<file path="src/rtl/mem_arbiter_pkg.sv">
// Shared memory-interface constants and arbitration owner encoding used by the
// fetch/data memory arbiter and its bench.
package mem_arbiter_pkg;

    localparam int ADDRESS_WIDTH = 32;
    localparam int DATA_WIDTH    = 32;
    localparam int MEM_CMD_WIDTH = 2;

    localparam logic [1:0] MEM_CMD_READ  = 2'd0;
    localparam logic [1:0] MEM_CMD_WRITE = 2'd1;

    localparam logic ARB_OWNER_FETCH = 1'b0;
    localparam logic ARB_OWNER_DATA  = 1'b1;

endpackage

</file>
<file path="src/rtl/mem_arbiter.sv">
// Single-outstanding arbiter sharing one memory port between instruction fetch
// and the data stage; data has priority, a streak counter bounds fetch starvation.
module mem_arbiter
    import mem_arbiter_pkg::*;
#(
    parameter int ADDR_W       = ADDRESS_WIDTH,
    parameter int DATA_W       = DATA_WIDTH,
    parameter int CMD_W        = MEM_CMD_WIDTH,
    parameter int STARVE_LIMIT = 4
) (
    input  logic              clk,
    input  logic              reset,
    input  logic              i_f_valid,
    input  logic [ADDR_W-1:0] i_f_addr,
    input  logic              i_f_flush,
    output logic              o_f_ready,
    output logic              o_f_res_valid,
    output logic [DATA_W-1:0] o_f_data,
    input  logic              i_f_res_ready,
    input  logic              i_d_valid,
    input  logic [ADDR_W-1:0] i_d_addr,
    input  logic [CMD_W-1:0]  i_d_cmd,
    input  logic [DATA_W-1:0] i_d_data,
    output logic              o_d_ready,
    output logic              o_d_res_valid,
    output logic [DATA_W-1:0] o_d_data,
    input  logic              i_d_res_ready,
    output logic              o_mem_valid,
    output logic [ADDR_W-1:0] o_mem_addr,
    output logic [CMD_W-1:0]  o_mem_cmd,
    output logic [DATA_W-1:0] o_mem_data,
    output logic              o_mem_res_ready,
    input  logic              i_mem_ready,
    input  logic              i_mem_res_valid,
    input  logic [DATA_W-1:0] i_mem_data,
    output logic              o_busy,
    output logic              o_owner
);

    typedef enum logic [1:0] {
        ST_IDLE  = 2'd0,
        ST_ISSUE = 2'd1,
        ST_WAIT  = 2'd2
    } state_t;

    localparam int STREAK_W = $clog2(STARVE_LIMIT + 1);
    localparam logic [STREAK_W-1:0] STREAK_MAX = STREAK_W'(STARVE_LIMIT);

    state_t              state_r;
    logic                owner_r;
    logic                drop_r;
    logic [STREAK_W-1:0] streak_r;
    logic                mem_valid_r;
    logic [ADDR_W-1:0]   mem_addr_r;
    logic [CMD_W-1:0]    mem_cmd_r;
    logic [DATA_W-1:0]   mem_data_r;

    logic f_elig_s;
    logic d_win_s;
    logic f_win_s;
    logic mem_res_ready_s;
    logic res_hs_s;

    // Grant selection: data first unless fetch has waited out the streak limit.
    always_comb begin
        f_elig_s  = i_f_valid & ~i_f_flush;
        d_win_s   = i_d_valid & ~(f_elig_s & (streak_r == STREAK_MAX));
        f_win_s   = f_elig_s & ~d_win_s;
        o_d_ready = 1'b0;
        o_f_ready = 1'b0;
        if (state_r == ST_IDLE) begin
            o_d_ready = d_win_s;
            o_f_ready = f_win_s;
        end else begin
            o_d_ready = 1'b0;
            o_f_ready = 1'b0;
        end
    end

    // Response routing; a dropped fetch response is swallowed without stalling memory.
    always_comb begin
        mem_res_ready_s = 1'b0;
        o_f_res_valid   = 1'b0;
        o_d_res_valid   = 1'b0;
        if (state_r == ST_WAIT) begin
            if (drop_r) begin
                mem_res_ready_s = 1'b1;
            end else if (owner_r == ARB_OWNER_DATA) begin
                mem_res_ready_s = i_d_res_ready;
            end else begin
                mem_res_ready_s = i_f_res_ready;
            end
            if (owner_r == ARB_OWNER_DATA) begin
                o_d_res_valid = i_mem_res_valid & ~drop_r;
            end else begin
                o_f_res_valid = i_mem_res_valid & ~drop_r;
            end
        end else begin
            mem_res_ready_s = 1'b0;
        end
        res_hs_s = i_mem_res_valid & mem_res_ready_s;
    end

    assign o_f_data        = i_mem_data;
    assign o_d_data        = i_mem_data;
    assign o_mem_res_ready = mem_res_ready_s;
    assign o_mem_valid     = mem_valid_r;
    assign o_mem_addr      = mem_addr_r;
    assign o_mem_cmd       = mem_cmd_r;
    assign o_mem_data      = mem_data_r;
    assign o_busy          = (state_r != ST_IDLE);
    assign o_owner         = owner_r;

    // Transaction FSM, captured request fields, streak and drop tracking.
    always_ff @(posedge clk or negedge reset) begin
        if (!reset) begin
            state_r     <= ST_IDLE;
            owner_r     <= ARB_OWNER_FETCH;
            drop_r      <= 1'b0;
            streak_r    <= '0;
            mem_valid_r <= 1'b0;
            mem_addr_r  <= '0;
            mem_cmd_r   <= CMD_W'(MEM_CMD_READ);
            mem_data_r  <= '0;
        end else begin
            case (state_r)
                ST_IDLE: begin
                    if (d_win_s) begin
                        mem_addr_r  <= i_d_addr;
                        mem_cmd_r   <= i_d_cmd;
                        mem_data_r  <= i_d_data;
                        owner_r     <= ARB_OWNER_DATA;
                        mem_valid_r <= 1'b1;
                        state_r     <= ST_ISSUE;
                        if (f_elig_s) begin
                            streak_r <= (streak_r == STREAK_MAX) ? STREAK_MAX
                                                                 : streak_r + STREAK_W'(1);
                        end else begin
                            streak_r <= '0;
                        end
                    end else if (f_win_s) begin
                        mem_addr_r  <= i_f_addr;
                        mem_cmd_r   <= CMD_W'(MEM_CMD_READ);
                        mem_data_r  <= '0;
                        owner_r     <= ARB_OWNER_FETCH;
                        mem_valid_r <= 1'b1;
                        streak_r    <= '0;
                        state_r     <= ST_ISSUE;
                    end else begin
                        state_r <= ST_IDLE;
                    end
                end
                ST_ISSUE: begin
                    if ((owner_r == ARB_OWNER_FETCH) && i_f_flush) begin
                        drop_r <= 1'b1;
                    end
                    if (i_mem_ready) begin
                        mem_valid_r <= 1'b0;
                        state_r     <= ST_WAIT;
                    end
                end
                ST_WAIT: begin
                    if ((owner_r == ARB_OWNER_FETCH) && i_f_flush) begin
                        drop_r <= 1'b1;
                    end
                    // Handshake wins over a same-cycle flush: drop never outlives its transaction.
                    if (res_hs_s) begin
                        drop_r  <= 1'b0;
                        state_r <= ST_IDLE;
                    end
                end
                default: begin
                    state_r     <= ST_IDLE;
                    mem_valid_r <= 1'b0;
                    drop_r      <= 1'b0;
                end
            endcase
        end
    end

endmodule

</file>
<file path="config.mk">
export PLATFORM = sky130hd
export DESIGN_NAME = mem_arbiter
export DESIGN_NICKNAME = d
export VERILOG_FILES = /design/src/rtl/mem_arbiter_pkg.sv /design/src/rtl/mem_arbiter.sv
export SDC_FILE = /design/constraint.sdc
export NUM_CORES = 1
export LEC_CHECK = 0
export ABC_CLOCK_PERIOD_IN_PS = 2130
export CAP_MARGIN = 20
export CORE_MARGIN = 5
export CORE_UTILIZATION = 36
export DETAILED_ROUTE_END_ITERATION = 10
export PLACE_DENSITY = 0.8
export SYNTH_ARGS = -nofsm -noshare
export SYNTH_HDL_FRONTEND = slang
export SYNTH_SLANG_ARGS = --single-unit
</file>
<file path="constraint.sdc">
create_clock -name clk -period 2.13 [get_ports clk]
set_input_delay 0.3195 -clock clk [delete_from_list [all_inputs] [get_ports clk]]
set_output_delay 0.3195 -clock clk [all_outputs]
set_load 0.02 [all_outputs]
</file>
* Word-level counts from Yosys, hierarchy flattened
Index checks and enable logic that the tools add are counted.
** Cells by class
- Add/subtract/negate cells :: 1
- Equal/unequal tests :: 6
- Mux-type cells :: 33
- Bitwise logic cells :: 12
- Reductions and logical operators :: 7
** Operators by type and width (number)
- $mux 32 :: 4
- $mux 1 :: 18
- $mux 3 :: 4
- $mux 2 :: 4
- $and 1x1->1 :: 6
- $not 1->1 :: 6
- $pmux 1 s3 :: 2
- $pmux 2 s3 :: 1
- $ne 2x2->1 const B :: 2
- $reduce_and 2->1 :: 2
- $reduce_bool 2->1 :: 2
- $add 3x1->3 const B :: 1
- $eq 3x3->1 const B :: 1
- $ne 3x3->1 const B :: 1
- $reduce_and 3->1 :: 1
- $eq 2x1->1 const B :: 1
- $eq 2x2->1 const B :: 1
- $logic_not 2->1 :: 1
- $logic_and 1x1->1 :: 1
** Storage, ports and cells
- Register bits :: 74
- Input bits :: 139
- Word-level logic and storage cells :: 67

* Longest topological paths before layout
Gate-level depths: netlist of the first run.
- Word-level depth :: 10
- Depth in mapped cells :: 7
- Mapped depth without buffers :: 5

* Least setup slack after synthesis of the first run
No wires, ideal clock.
- Path kind :: register -> output
- From :: reg state_r[0]
- To :: out o_f_ready
- Arrival :: 1.674 ns
- Data required time :: 1.811 ns
- Path slack :: 0.137 ns
- Cell stages (with the launch flop) :: 7
- Path buffers :: 2
- Cells stage by stage :: dfrtp_1 -> inv_1 -> ha_1 -> buf_2 -> buf_2 -> inv_2 -> a211oi_1
** On the way
- Word-level cells in the longest chain between the ends :: 2
** RTL lines
- from (decl) :: line mem_arbiter.sv:49 : state_t state_r;
- from (signal assigned) :: line mem_arbiter.sv:117 : state_r <= ST_IDLE;
- from (signal assigned) :: line mem_arbiter.sv:134 : state_r <= ST_ISSUE;
- from (signal assigned) :: line mem_arbiter.sv:148 : state_r <= ST_ISSUE;
- $logic_not 2->1 :: line mem_arbiter.sv:71 : if (state_r == ST_IDLE) begin
- $mux 1 :: line mem_arbiter.sv:71
- to (decl) :: line mem_arbiter.sv:16 : output logic o_f_ready,
No other way between the ends.

* Final worst setup path of the first run
- From :: reg state_r[0]
- To :: out o_d_res_valid
** On the way
- Word-level cells in the longest chain between the ends :: 2
** RTL lines
- $eq 2x2->1 :: line mem_arbiter.sv:85 : if (state_r == ST_WAIT) begin
- $mux 1 :: line mem_arbiter.sv:85
- to (decl) :: line mem_arbiter.sv:25 : output logic o_d_res_valid,
No other way between the ends.

==> results.tsv, run 1 <==
stage	metric	value	unit
run_status	status	completed	
clocking	htreeDepth	3	
global_route	grt_first_pass_wirelength	18400	µm
logic_synthesis	yosysWarnings	0	
clocking	cts_buffers	9	
logic_synthesis	yosys_register_bits	74	
setup_path	worstPathRequired	1.81	ns
global_route	grt_pass1_vias	3655	
layout	n_antenna_cell	0	
setup_path	critPathCaptureType	primary output	
pwr	switching_share	37.2	%
setup_path	worst-setup-path-type	register to primary output	
timing	worstMarginPinSlew	0.438	ns
logic_synthesis	syn_nets	530	
floorplanning	die_h	117	µm
timing	fin_tns_setup	0	ns
layout	nFillCells	1012	
global_route	overflow	0	
timing	hold_viol_final	0	
detailed_routing	vias	3435	
clocking	cts_setup_buffers	0	
placement	place_area	5540	µm²
layout	syn_to_final_growth	42.0	%
timing	period_needed	2.06	ns
clocking	cts_tree	built	
timing	finalCritPeriodShare	96.5	%
layout	final_nets	633	
pwr	pwr-share-clk	18.3	%
setup_path	cp-start-kind	register	
timing	slew_headroom	70.8	%
pwr	netSwitchingPower	2.96	mW
logic_synthesis	yosysUniqueCellTypes	34	
timing	fmax	486	MHz
floorplanning	core	11300	µm²
pwr	finalPower	7.96	mW
layout	final_common_cell	clkdlybuf4s50_1	
detailed_routing	ant_nets	0	
layout	final_area	5840	µm²
placement	numPortBuffers	180	
pwr	internal_power	5.00	mW
detailed_routing	drtPass1Iterations	4	
pwr	power_frac_seq	31.4	%
detailed_routing	drc	0	
layout	drive_gt1_share	7.29	%
timing	fin_worst_skew	0.00718	ns
floorplanning	io_pins	277	
clocking	clock_sinks	74	
pwr	power_density	1360	nW/µm²
global_route	grt_max_degree	100	
timing	setup_viol	0	
detailed_routing	initialDrtViolationCount	182	
floorplanning	rows	39	
logic_synthesis	syn_inst	386	
clocking	clk_latency	0.32	ns
logic_synthesis	syn_area	4110	µm²
detailed_routing	wl	12300	µm
pwr	pwr-share-comb	50.3	%
layout	final_util	51.6	%
clocking	clkTransAtPathRegs	0.06	ns
placement	post-dp-hpwl	8760	µm
clocking	cts_buffer_depth	2	
logic_synthesis	seq_area_frac_synth	45.0	%
floorplanning	die_area	13700	µm²
pwr	leakage	2.41	nW
detailed_routing	via_per_inst	5.39	
flow_run	maxCapViolCount	0	
clocking	cts_root_buf	clkbuf_16	
setup_path	path_max_fanout	5	
floorplanning	die_w	117	µm
logic_synthesis	syn_avg_cell_area	10.7	µm²
global_route	antenna_found_initial	0	
floorplanning	initial_core_util	36.3	%
detailed_routing	wl_per_cell	19.3	µm
min_path	min_path_type	input pin to asynchronous set/reset pin	
pwr	ir_worst_vdd	0.000776	V
placement	gp_congestion	0.839	
timing	slew_viol_final	0	
global_route	track_usage	17.2	%
setup_path	arrival	1.74	ns
layout	layout_common_cells	172 x clkdlybuf4s50_1, 74 x dfrtp_1, 34 x nand2_1, 34 x a22o_1, 34 x o22a_1	
-- repair_timing --
| item | in CTS | in global routing |
|---|---|---|
| resized for setup | 9 | 6 |
| gates cloned | 0 | 0 |
| hold endpoints to repair | 31 | 0 |
| hold buffers | 1 | 0 |
| endpoints found under the setup margin | 5 | 5 |
-- sequential cells by signal, indices dropped and copies added (netlist names) --
signal / count
o_mem_addr: 32
drop_r: 1
streak_r: 3
o_mem_valid: 1
state_r: 2
o_mem_cmd: 2
o_mem_data: 32
o_owner: 1
-- final timing paths --
path | startpoint | endpoint | slack [ns] | cells after the start
worst max-delay path | state_r[0] | o_d_res_valid | 0.07 | 5
worst min-delay path | reset | o_mem_data[27] | 0.47 | 2
min in group clk | i_d_valid | streak_r[2] | 0.48 | 4
max in group asynchronous | reset | o_mem_cmd[1] | 1.06 | 3
worst min register to register | o_mem_data[8] | o_mem_data[8] | 0.50 | 1
worst max register to register | streak_r[0] | o_mem_addr[30] | 0.24 | 6
-- critical path, cell delays in order (launching register included) --
cell and delay [ns]:
dfrtp_1 0.39, inv_1 0.11, ha_1 0.21, nor2b_4 0.22
and3_1 0.17, dlygate4sd2_1 0.33
-- Yosys cell counts --
library cell	n	share of area [%]
a211oi_1	3	0.55
inv_1	6	0.55
buf_6	3	0.82
o31ai_1	2	0.36
a21boi_0	33	6.0
and3_1	1	0.15
a21oi_1	1	0.12
o21a_1	1	0.18
nand2b_1	1	0.15
clkbuf_1	16	1.5
o31a_1	1	0.21
and3b_1	1	0.21
inv_2	1	0.091
o21ai_1	2	0.24
nand2_1	34	3.1
a41oi_1	1	0.21
buf_4	71	13
mux2i_1	2	0.49
nor2b_1	4	0.61
nor2_4	1	0.27
a32o_1	1	0.24
nand4b_1	2	0.43
o221ai_1	32	6.8
or4b_1	1	0.24
nor3b_1	1	0.18
a22o_1	34	7.2
ha_1	5	1.5
and4b_1	1	0.24
o22a_1	34	7.2
nor2_1	2	0.18
nand2_2	1	0.15
dfrtp_1	74	45
a21o_1	2	0.36
buf_2	11	1.3
-- power groups by stage --
stage,Combinational (mW),Clock [mW],Sequential [mW]
2_1_floorplan,1.61,0,3.18
3_3_place_gp,3.97,0,2.49
3_5_place_dp,4.06,0,2.48
4_1_cts,4.05,1.51,2.50
5_1_grt,4.27,1.57,2.58
6_report,4.00,1.46,2.50
-- area by class of cell --
class	count	area (µm²)	share of cell area, %
timing repair buffer	193	1930	33.0
inverter	7	26.3	0.450
multi-input combinational	204	1570	26.9
clock buffer	11	233	3.98
clock inverter	5	55.1	0.942
tap	143	179	3.06
sequential	74	1850	31.7
-- cell families after synthesis --
logic type,count (synthesis),share of synthesized area [%]
buf+inv,108,17.2
compound gates,147,29.8
flops,74,45.0
fa+ha+maj,5,1.52
simple gates,50,5.93
mux,2,0.487
-- through the flow --
step	cells	hold slack [ns]	setup WS, ns
floorplan	386	0.0239	0.137
finish	637	0.472	0.0739
global route	637	0.484	-0.00243
detailed placement	620	0.291	-0.193
global placement	620	0.291	-0.124
CTS	637	0.450	0.00245
-- per-layer routing --
layer,track usage [%],part of all wire (%)
met1,19.6,38
met2,29.7,49
met3,5.66,10
met4,7.11,2.1
met5,0,0
Note: power is estimated with default switching activity, not from simulation.
==> run 2, diff against run 1 <==
--- a/config.mk
+++ b/config.mk
@@ -10,7 +10,8 @@
 export CORE_MARGIN = 5
 export CORE_UTILIZATION = 36
 export DETAILED_ROUTE_END_ITERATION = 10
-export PLACE_DENSITY = 0.8
+export PLACE_DENSITY_LB_ADDON = 0.2
 export SYNTH_ARGS = -nofsm -noshare
 export SYNTH_HDL_FRONTEND = slang
 export SYNTH_SLANG_ARGS = --single-unit
+export TNS_END_PERCENT = 20
==> run 2 against run 1 <==
  * Sequential cell count did not move
  * Setup slack better by 0.054 ns
  * Total power fell by 1.0%
  * Clock skew decreased by 0.0022 ns
  * Critical path depth unchanged
  * Sequential share of layout area shrank 0.15 points
  * Via count shrank 0.76%
  * Critical endpoint unchanged
  * Worst hold slack got worse by 0.0088 ns
  * Design area is 0.47% higher
  * Combinational power hardly changed
==> results.tsv, run 2 (synthesis results as in run 1) <==
stage	metric	value	unit
setup_path	critPathLaunch	state_r[0]	
flow_run	maxCapViolCount	0	
clocking	htreeDepth	3	
floorplanning	die_area	13700	µm²
timing	hold_viol_final	0	
layout	final_common_cell	clkdlybuf4s50_1	
floorplanning	initial_core_util	36.3	%
layout	instances_no_fill	641	
pwr	ir_worst_vdd	0.000735	V
detailed_routing	initialDrtViolationCount	242	
pwr	power_frac_seq	31.0	%
setup_path	path_max_fanout	3	
clocking	clk_latency	0.33	ns
detailed_routing	wl	11800	µm
pwr	finalPower	7.88	mW
setup_path	worst-setup-path-type	register to primary output	
detailed_routing	wl_per_cell	18.4	µm
floorplanning	rows	39	
floorplanning	core	11300	µm²
floorplanning	die_h	117	µm
clocking	clock_sinks	74	
setup_path	rr_endpoint	o_mem_addr[20]	
layout	n_antenna_cell	0	
setup_path	crit_end	o_d_res_valid	
setup_path	rr_worst_depth	6	
timing	rsz0062_at_grt	no	
placement	dp.cells	624	
timing	finalCritPeriodShare	94.0	%
clocking	cts_tree	built	
detailed_routing	ant_nets	0	
pwr	pwr-share-comb	51.0	%
setup_path	critPathCaptureType	primary output	
pwr	netSwitchingPower	2.92	mW
global_route	grt_max_degree	100	
detailed_routing	via_per_inst	5.32	
pwr	power_density	1340	nW/µm²
setup_path	arrival	1.68	ns
global_route	use_met1	22.7	%
timing	period_needed	2.00	ns
placement	place_ws	-0.0894	ns
timing	worstMarginPinSlew	0.441	ns
pwr	pwr-share-clk	18.0	%
timing	slew_headroom	70.6	%
pwr	internal_power	4.96	mW
detailed_routing	drc	0	
min_path	min_path_type	input pin to asynchronous set/reset pin	
detailed_routing	vias	3409	
layout	final_util	51.8	%
setup_path	cp-start-kind	register	
layout	final_nets	637	
setup_path	r2r_start	streak_r[0]	
global_route	grt_use_met2	26.2	%
pwr	leakage	2.44	nW
clocking	cts_buffer_depth	2	
layout	drive_gt1_share	8.03	%
layout	syn_to_final_growth	42.7	%
timing	slew_viol_final	0	
placement	numPortBuffers	180	
global_route	grt_pass1_vias	3593	
global_route	overflow	0	
run_status	status	completed	
setup_path	worstPathRequired	1.81	ns
detailed_routing	drtPass1Iterations	4	
floorplanning	io_pins	277	
clocking	clkTransAtPathRegs	0.06	ns
placement	gp_congestion	0.788	
global_route	track_usage	17.2	%
pwr	switching_share	37.0	%
global_route	busiest_layer	met2	
global_route	use_met3	7.25	%
setup_path	rrSetupSlack	0.30	ns
layout	layout_common_cells	172 x clkdlybuf4s50_1, 74 x dfrtp_1, 34 x nand2_1, 34 x a22o_1, 34 x o22a_1	
clocking	cts_root_buf	clkbuf_16	
timing	fin_worst_skew	0.00501	ns
global_route	grt_first_pass_wirelength	18500	µm
placement	post-dp-hpwl	8180	µm
clocking	cts_buffers	9	
floorplanning	die_w	117	µm
timing	fmax	499	MHz
global_route	antenna_found_initial	0	
timing	setup_viol	0	
timing	worst_slack	0.128	ns
[run 2: cell types whose count changed in the layout (fill, tap and decap cells not counted), sizes merged]
cell      before  now
bufinv         1    0
clkbuf        11   13
clkinv         2    3
buf           15   18
clkinvlp       2    1
[run 2: layout make-up]
cell class | instances | area [µm²]
inverters | 7 | 26.3
fillers | 1039 | 5450
clock buffers | 12 | 256
flip-flops and latches | 74 | 1850
multi-input cells | 204 | 1560
repair buffers | 197 | 1970
clock inverters | 4 | 26.3
well taps | 143 | 179
[run 2: how the worst min path moves through the flow]
| stage | start | to | slack [ns] |
|---|---|---|---|
| after floorplan | reset | drop_r | 0.02 |
| after global placement | reset | o_mem_data[9] | 0.29 |
| after detailed placement | reset | o_mem_data[9] | 0.30 |
| after CTS | reset | o_mem_data[9] | 0.48 |
| after global routing | i_d_valid | streak_r[0] | 0.51 |
| final | reset | o_mem_data[9] | 0.46 |
[run 2: power groups by stage]
stage	Combinational [mW]	Clock [mW]	Sequential (mW)
CTS	4.08	1.46	2.45
global placement	4.05	0	2.44
detailed placement	4.09	0	2.45
floorplan	1.61	0	3.18
global route	4.31	1.54	2.54
finish	4.02	1.42	2.44
[run 2: timing repair]
| item | CTS | global route |
|---|---|---|
| hold buffers | 1 | 0 |
| gates resized for setup | 5 | 6 |
| setup buffers | 0 | 0 |
| setup endpoints to repair | 5 | 5 |
| hold endpoints to repair | 29 | 0 |
[run 2: stage by stage]
stage | area, µm² | TNS [ns] | hold slack, ns
3_5_place_dp | 5580 | -0.133 | 0.298
3_3_place_gp | 5580 | -0.189 | 0.288
5_1_grt | 5870 | 0 | 0.513
2_1_floorplan | 4110 | 0 | 0.0239
6_report | 5870 | 0 | 0.463
4_1_cts | 5870 | 0 | 0.484
[run 2: per-layer routing]
metal / vias to the layer above / part of all wire [%]
li1: 1582 / -
met1: 1636 / 44
met2: 169 / 45
met3: 22 / 10
met4: 0 / 1.7
met5: - / 0
[run 2: critical path, stage by stage (launching register included)]
cell	delay, ns
dfrtp_1	0.39
inv_1	0.10
ha_1	0.19
nor2b_2	0.19
and3_1	0.17
dlygate4sd2_1	0.33
